==> src/rtl/jtag_stream_parser.sv <==
// Escape-decoding frame parser: JTAG-UART byte stream in, unescaped pixel FIFO writes out.
// Define PARSER_CHECKSUM_EN to require a trailing checksum byte after the EOF code.
module jtag_stream_parser #(
    parameter int PIXEL_COUNT = 786432,
    parameter int CNT_W       = 20
) (
    input  logic             iCLK,
    input  logic             iRST_N,
    input  logic [7:0]       iDATA,
    input  logic             iDATA_VALID,
    input  logic             iFIFO_FULL,
    output logic             oFIFO_WRREQ,
    output logic [7:0]       oFIFO_WRDATA,
    output logic [7:0]       oFRAME_ID,
    output logic             oFRAME_DONE,
    output logic             oBUSY,
    output logic             oERROR,
    output logic [2:0]       oERR_CODE,
    output logic [CNT_W-1:0] oPIXEL_COUNT
);

    localparam logic [7:0] ESC_BYTE   = 8'hFE;
    localparam logic [2:0] ERR_CODE   = 3'd1;
    localparam logic [2:0] ERR_FRAME  = 3'd2;
    localparam logic [2:0] ERR_FULL   = 3'd3;
    localparam logic [2:0] ERR_SUM    = 3'd4;
    localparam logic [2:0] ERR_EXTRA  = 3'd5;

`ifdef PARSER_CHECKSUM_EN
    typedef enum logic [2:0] {S_IDLE, S_HDR, S_PIX, S_EOF, S_ERROR, S_CHK} state_t;
`else
    typedef enum logic [2:0] {S_IDLE, S_HDR, S_PIX, S_EOF, S_ERROR} state_t;
`endif

    state_t           state, state_next;
    logic             esc, esc_next;
    logic             wr_req_next;
    logic [7:0]       wr_data_next, frame_id_next;
    logic             done_next;
    logic [2:0]       err_code_next;
    logic [CNT_W-1:0] count_next;
    logic [CNT_W:0]   count_inc;
    logic             is_data, is_sof, is_eof, is_resync, is_bad;
`ifdef PARSER_CHECKSUM_EN
    logic [7:0]       checksum, checksum_next;
`endif

    assign count_inc = {1'b0, oPIXEL_COUNT} + 1'b1;

    // Escape layer: classify this cycle's byte into data / control events.
    always_comb begin
        esc_next  = esc;
        is_data   = 1'b0;
        is_sof    = 1'b0;
        is_eof    = 1'b0;
        is_resync = 1'b0;
        is_bad    = 1'b0;
        if (iDATA_VALID) begin
            if (!esc) begin
                if (iDATA == ESC_BYTE) esc_next = 1'b1;
                else                   is_data  = 1'b1;
            end else begin
                esc_next = 1'b0;
                case (iDATA)
                    ESC_BYTE: is_data   = 1'b1;
                    8'h00:    is_resync = 1'b1;
                    8'h01:    is_sof    = 1'b1;
                    8'h02:    is_eof    = 1'b1;
                    default:  is_bad    = 1'b1;
                endcase
            end
        end
    end

    always_comb begin
        state_next    = state;
        wr_req_next   = 1'b0;
        wr_data_next  = oFIFO_WRDATA;
        frame_id_next = oFRAME_ID;
        done_next     = 1'b0;
        err_code_next = oERR_CODE;
        count_next    = oPIXEL_COUNT;
`ifdef PARSER_CHECKSUM_EN
        checksum_next = checksum;
`endif
        if (is_resync) begin
            state_next    = S_IDLE;
            err_code_next = 3'd0;
            count_next    = '0;
`ifdef PARSER_CHECKSUM_EN
            checksum_next = 8'd0;
`endif
        end else if (is_bad && state != S_ERROR) begin
            state_next    = S_ERROR;
            err_code_next = ERR_CODE;
        end else begin
            case (state)
                S_IDLE: begin
                    if (is_sof) begin
                        state_next = S_HDR;
                        count_next = '0;
`ifdef PARSER_CHECKSUM_EN
                        checksum_next = 8'd0;
`endif
                    end else if (is_eof) begin
                        state_next    = S_ERROR;
                        err_code_next = ERR_FRAME;
                    end
                end
                S_HDR: begin
                    if (is_data) begin
                        state_next    = S_PIX;
                        frame_id_next = iDATA;
                        count_next    = '0;
`ifdef PARSER_CHECKSUM_EN
                        checksum_next = iDATA;
`endif
                    end else if (is_sof || is_eof) begin
                        state_next    = S_ERROR;
                        err_code_next = ERR_FRAME;
                    end
                end
                S_PIX: begin
                    if (is_data && iFIFO_FULL) begin
                        state_next    = S_ERROR;
                        err_code_next = ERR_FULL;
                    end else if (is_data) begin
                        wr_req_next  = 1'b1;
                        wr_data_next = iDATA;
                        count_next   = count_inc[CNT_W-1:0];
`ifdef PARSER_CHECKSUM_EN
                        checksum_next = checksum + iDATA;
`endif
                        if (count_inc == (CNT_W+1)'(PIXEL_COUNT)) state_next = S_EOF;
                    end else if (is_sof || is_eof) begin
                        state_next    = S_ERROR;
                        err_code_next = ERR_FRAME;
                    end
                end
                S_EOF: begin
                    if (is_eof) begin
`ifdef PARSER_CHECKSUM_EN
                        state_next = S_CHK;
`else
                        state_next = S_IDLE;
                        done_next  = 1'b1;
`endif
                    end else if (is_data) begin
                        state_next    = S_ERROR;
                        err_code_next = ERR_EXTRA;
                    end else if (is_sof) begin
                        state_next    = S_ERROR;
                        err_code_next = ERR_FRAME;
                    end
                end
`ifdef PARSER_CHECKSUM_EN
                S_CHK: begin
                    if (is_data && iDATA == checksum) begin
                        state_next = S_IDLE;
                        done_next  = 1'b1;
                    end else if (is_data) begin
                        state_next    = S_ERROR;
                        err_code_next = ERR_SUM;
                    end else if (is_sof || is_eof) begin
                        state_next    = S_ERROR;
                        err_code_next = ERR_FRAME;
                    end
                end
`endif
                default: ;
            endcase
        end
    end

    always_ff @(posedge iCLK or negedge iRST_N) begin
        if (!iRST_N) begin
            state        <= S_IDLE;
            esc          <= 1'b0;
            oFIFO_WRREQ  <= 1'b0;
            oFIFO_WRDATA <= 8'd0;
            oFRAME_ID    <= 8'd0;
            oFRAME_DONE  <= 1'b0;
            oERR_CODE    <= 3'd0;
            oPIXEL_COUNT <= '0;
`ifdef PARSER_CHECKSUM_EN
            checksum     <= 8'd0;
`endif
        end else begin
            state        <= state_next;
            esc          <= esc_next;
            oFIFO_WRREQ  <= wr_req_next;
            oFIFO_WRDATA <= wr_data_next;
            oFRAME_ID    <= frame_id_next;
            oFRAME_DONE  <= done_next;
            oERR_CODE    <= err_code_next;
            oPIXEL_COUNT <= count_next;
`ifdef PARSER_CHECKSUM_EN
            checksum     <= checksum_next;
`endif
        end
    end

    assign oERROR = (state == S_ERROR);
`ifdef PARSER_CHECKSUM_EN
    assign oBUSY  = (state == S_HDR) || (state == S_PIX) || (state == S_EOF) || (state == S_CHK);
`else
    assign oBUSY  = (state == S_HDR) || (state == S_PIX) || (state == S_EOF);
`endif

endmodule

==> config.mk <==
export PLATFORM = sky130hd
export DESIGN_NAME = jtag_stream_parser
export DESIGN_NICKNAME = d
export VERILOG_FILES = /design/src/rtl/jtag_stream_parser.sv
export SDC_FILE = /design/constraint.sdc
export NUM_CORES = 1
export LEC_CHECK = 0
export ABC_AREA = 1
export BUFFER_PORTS_ARGS = -buffer_cell sky130_fd_sc_hd__buf_2
export CAP_MARGIN = 20
export CORE_AREA = 2 2 87 89
export DETAILED_ROUTE_END_ITERATION = 8
export DIE_AREA = 0 0 89 91
export HOLD_SLACK_MARGIN = 0.03
export SYNTH_ARGS = -nofsm -noshare
export SYNTH_HDL_FRONTEND = slang
export SYNTH_SLANG_ARGS = --single-unit
==> constraint.sdc <==
create_clock -name iCLK -period 2.66 [get_ports iCLK]
set_input_delay 0.133 -clock iCLK [delete_from_list [all_inputs] [get_ports iCLK]]
set_output_delay 0.133 -clock iCLK [all_outputs]
set_load 0.01 [all_outputs]
==> impl_metrics.json <==
{
  "status": "finished clean",
  "ys_seq_area_share_pct": 40.45,
  "syn_area_per_cell_um2": 7.066,
  "drt_iter0_drc": 130,
  "die_y_um": 91,
  "dpl.hpwl_um": 5227,
  "cap_violations": 0,
  "rsz0062_at_grt": "false",
  "post-route-min-period_ps": 2058,
  "port_buffers": 54,
  "wire_per_inst_um": 12.56,
  "p_int_w": 0.001092,
  "antenna_found_initial": 0,
  "critPathKind": "flop to flop",
  "fillers": 779,
  "cts_tree": "built",
  "combPwrFrac_pct": 17.3,
  "final_layout_size_suffix_gt1_share_pct": 20.75,
  "period_share_pct": 77.37,
  "clkSinkCount": 45,
  "worstHoldPathType": "input pin to flop",
  "switching_power_w": 0.0004342,
  "nNetsFinal": 466,
  "grt_pass1_wl_um": 12060,
  "grt_use_total_pct": 18.62,
  "ir_drop_v": 0.0002515,
  "cp_max_fo": 5,
  "first_pass_iters": 4,
  "setup_viol": 0,
  "clkSlewWorstSetupHoldPaths_ps": 90,
  "rows": 31,
  "hold_violations": 0,
  "vias": 2692,
  "cts_max_path_buffers": 2,
  "power_density_nw_per_um2": 464.7,
  "cts_buffers": 5,
  "htree_num_levels": 2,
  "insertedDiodeCount": 0,
  "clockRootBuffer": "clkbuf_8",
  "syn-instance-count": 394,
  "synth_warnings": 0,
  "synth-seq-cells": 45,
  "drt_wl_total_um": 6931,
  "syn_area_um2": 2784,
  "die_area_um2": 8099,
  "p_total_w": 0.001526,
  "cp-start-kind": "flop",
  "end_kind": "flop",
  "maxClockFrequency_mhz": 485.9,
  "setup_ws_ps": 602.1,
  "pre_cts_slack_ps": 497.9,
  "routed_via_density": 4.877,
  "grt_max_degree": 46,
  "clkPwrFrac_pct": 36.2,
  "place.gp.congestion": 0.8861,
  "grt_pass1_vias": 2578,
  "crit_arrival_ps": 2260,
  "ios": 55,
  "cts_resized": 0,
  "yosysUniqueCellTypes": 30,
  "drv_slew": 0,
  "swShare_pct": 28.45,
  "tightest_slew_ps": 614.6,
  "pwr-share-seq_pct": 46.5,
  "grt_overflow": 0,
  "clock_skew_ps": 7.097,
  "die_w_um": 89,
  "drc": 0,
  "leakage_nw": 1.863,
  "syn_nets": 408,
  "crit_required_ps": 2860,
  "clock_latency_ps": 300,
  "fp.coreArea_um2": 7137,
  "syn2layout_area_growth_pct": 17.98,
  "fin_setup_tns_ps": 0,
  "slew_headroom_pct": 58.71,
  "drt.antenna.violating_nets": 0,
  "start_util_pct": 39.01
}
[worst paths after layout]
path,start,end,slack (ps),depth (start not counted)
min in group asynchronous,iRST_N,oPIXEL_COUNT[4],310,2
hold / removal,iDATA_VALID,esc,60,2
hold reg to reg,oFRAME_ID[2],oFRAME_ID[2],500,2
setup / recovery,oPIXEL_COUNT[1],state[0],600,14
max in group asynchronous,iRST_N,oFRAME_ID[1],1850,3
setup reg to reg,oPIXEL_COUNT[1],state[0],600,14
[routing by layer]
layer	up-vias	track usage, %	share of wire, %
met5	-	0	0
met2	60	29.54	48
met4	0	5.846	1.3
met3	9	3.000	4.0
met1	1240	25.80	47
li1	1383	-	-
[registers in the layout, indices dropped and copies added (netlist names)]
signal	flops
esc	1
oERR_CODE	3
oFIFO_WRDATA	8
oFIFO_WRREQ	1
oFRAME_DONE	1
oFRAME_ID	8
oPIXEL_COUNT	20
state	3
[worst max-delay path, cell delays in order (launching register included)]
cell and delay (ps):
dfrtp_1 410, ha_1 230, nand3_1 150, nor2_1 250, nand2_1 80, nand2_1 100, nand3_1 70, nor2_1 150
nand3_1 110, nor2_1 90, nand2_1 70, nand2_2 90, nand2_2 60, nand2_1 60, nand2_1 50
[cells by family (layout without fill, tap and decap cells)]
family / after synthesis / in the layout / synth area share, %
and+or+nand+nor: 231 / 231 / 37.39
buffers and inverters: 61 / 120 / 9.438
AOI/OAI and AO/OA: 51 / 51 / 10.56
DFF: 45 / 45 / 40.45
xor gates and xnor gates: 4 / 4 / 1.259
adders and majority gates: 2 / 2 / 0.8987
[final cells by class]
class / instances / area [µm²] / area share (%)
clock inverter: 2 / 37.54 / 1.143
timing repair buffer: 57 / 307.8 / 9.371
multi-input combinational: 288 / 1395 / 42.48
clock buffer: 6 / 82.58 / 2.514
inverter: 55 / 211.5 / 6.438
tap: 99 / 123.9 / 3.771
sequential: 45 / 1126 / 34.29
[stage by stage]
stage	cells	hold WS, ps	util [%]	instance area, µm²
final	552	56.04	46.02	3284
after global routing	552	65.63	46.02	3284
after CTS	550	39.83	45.60	3254
after detailed placement	542	375.8	43.92	3134
after global placement	542	376.8	43.92	3134
after floorplan	394	-162.6	-	2784
[cell usage after synthesis]
cell	number	area, µm²
nor3_1	6	30.03
nor2_8	1	20.02
nand4_1	13	81.33
o22ai_2	4	50.05
nand3_2	2	20.02
clkbuf_2	1	5.000
a21oi_1	3	15.01
nor2_1	42	157.7
nand3_4	1	17.52
nor3_2	1	10.01
xnor2_1	1	8.760
nand3_1	28	140.1
o21ai_1	20	100.1
inv_1	48	180.2
nand2_1	123	461.7
o22ai_1	4	25.02
buf_6	3	33.78
nor2_4	2	22.52
buf_4	1	7.510
nor2_2	7	43.79
nand2_2	4	25.02
buf_2	1	5.000
xor2_1	3	26.28
inv_2	5	18.77
inv_4	2	12.51
ha_1	2	25.02
nand2_4	1	11.26
dfrtp_1	45	1126
o21ai_0	19	95.09
o2111ai_1	1	8.760
[repair_timing]
item / in CTS / in global routing
hold buffers: 0 / 1
setup buffers: 0 / 0
endpoints found under the hold margin: 0 / 18
[placed cells by master, fill, tap and decap left out, types with 2 or more instances in the layout]
cell type  netlist  routed
buf_2            1      54
o22ai_1          4       4
nor2_1          42      42
inv_1           48      48
o21ai_1         20      20
nand4_1         13      13
ha_1             2       2
nand3_1         28      28
clkbuf_8         0       6
o21ai_0         19      19
nand2_1        123     123
o22ai_2          4       4
nand3_2          2       2
a21oi_1          3       3
xor2_1           3       3
inv_2            5       5
nand2_2          4       4
inv_4            2       2
nor2_4           2       2
nor3_1           6       6
dfrtp_1         45      45
nor2_2           7       7
[power groups by stage]
stage	Clock, W	Combinational, W	Sequential (W)
after global routing	0.000588	0.000311	0.000712
after CTS	0.000572	0.000261	0.000710
after global placement	0	0.000260	0.000723
final	0.000553	0.000264	0.000710
after detailed placement	0	0.000260	0.000724
after floorplan	0	0.000176	0.000726
No activity file was read; power rests on OpenSTA's default activity.
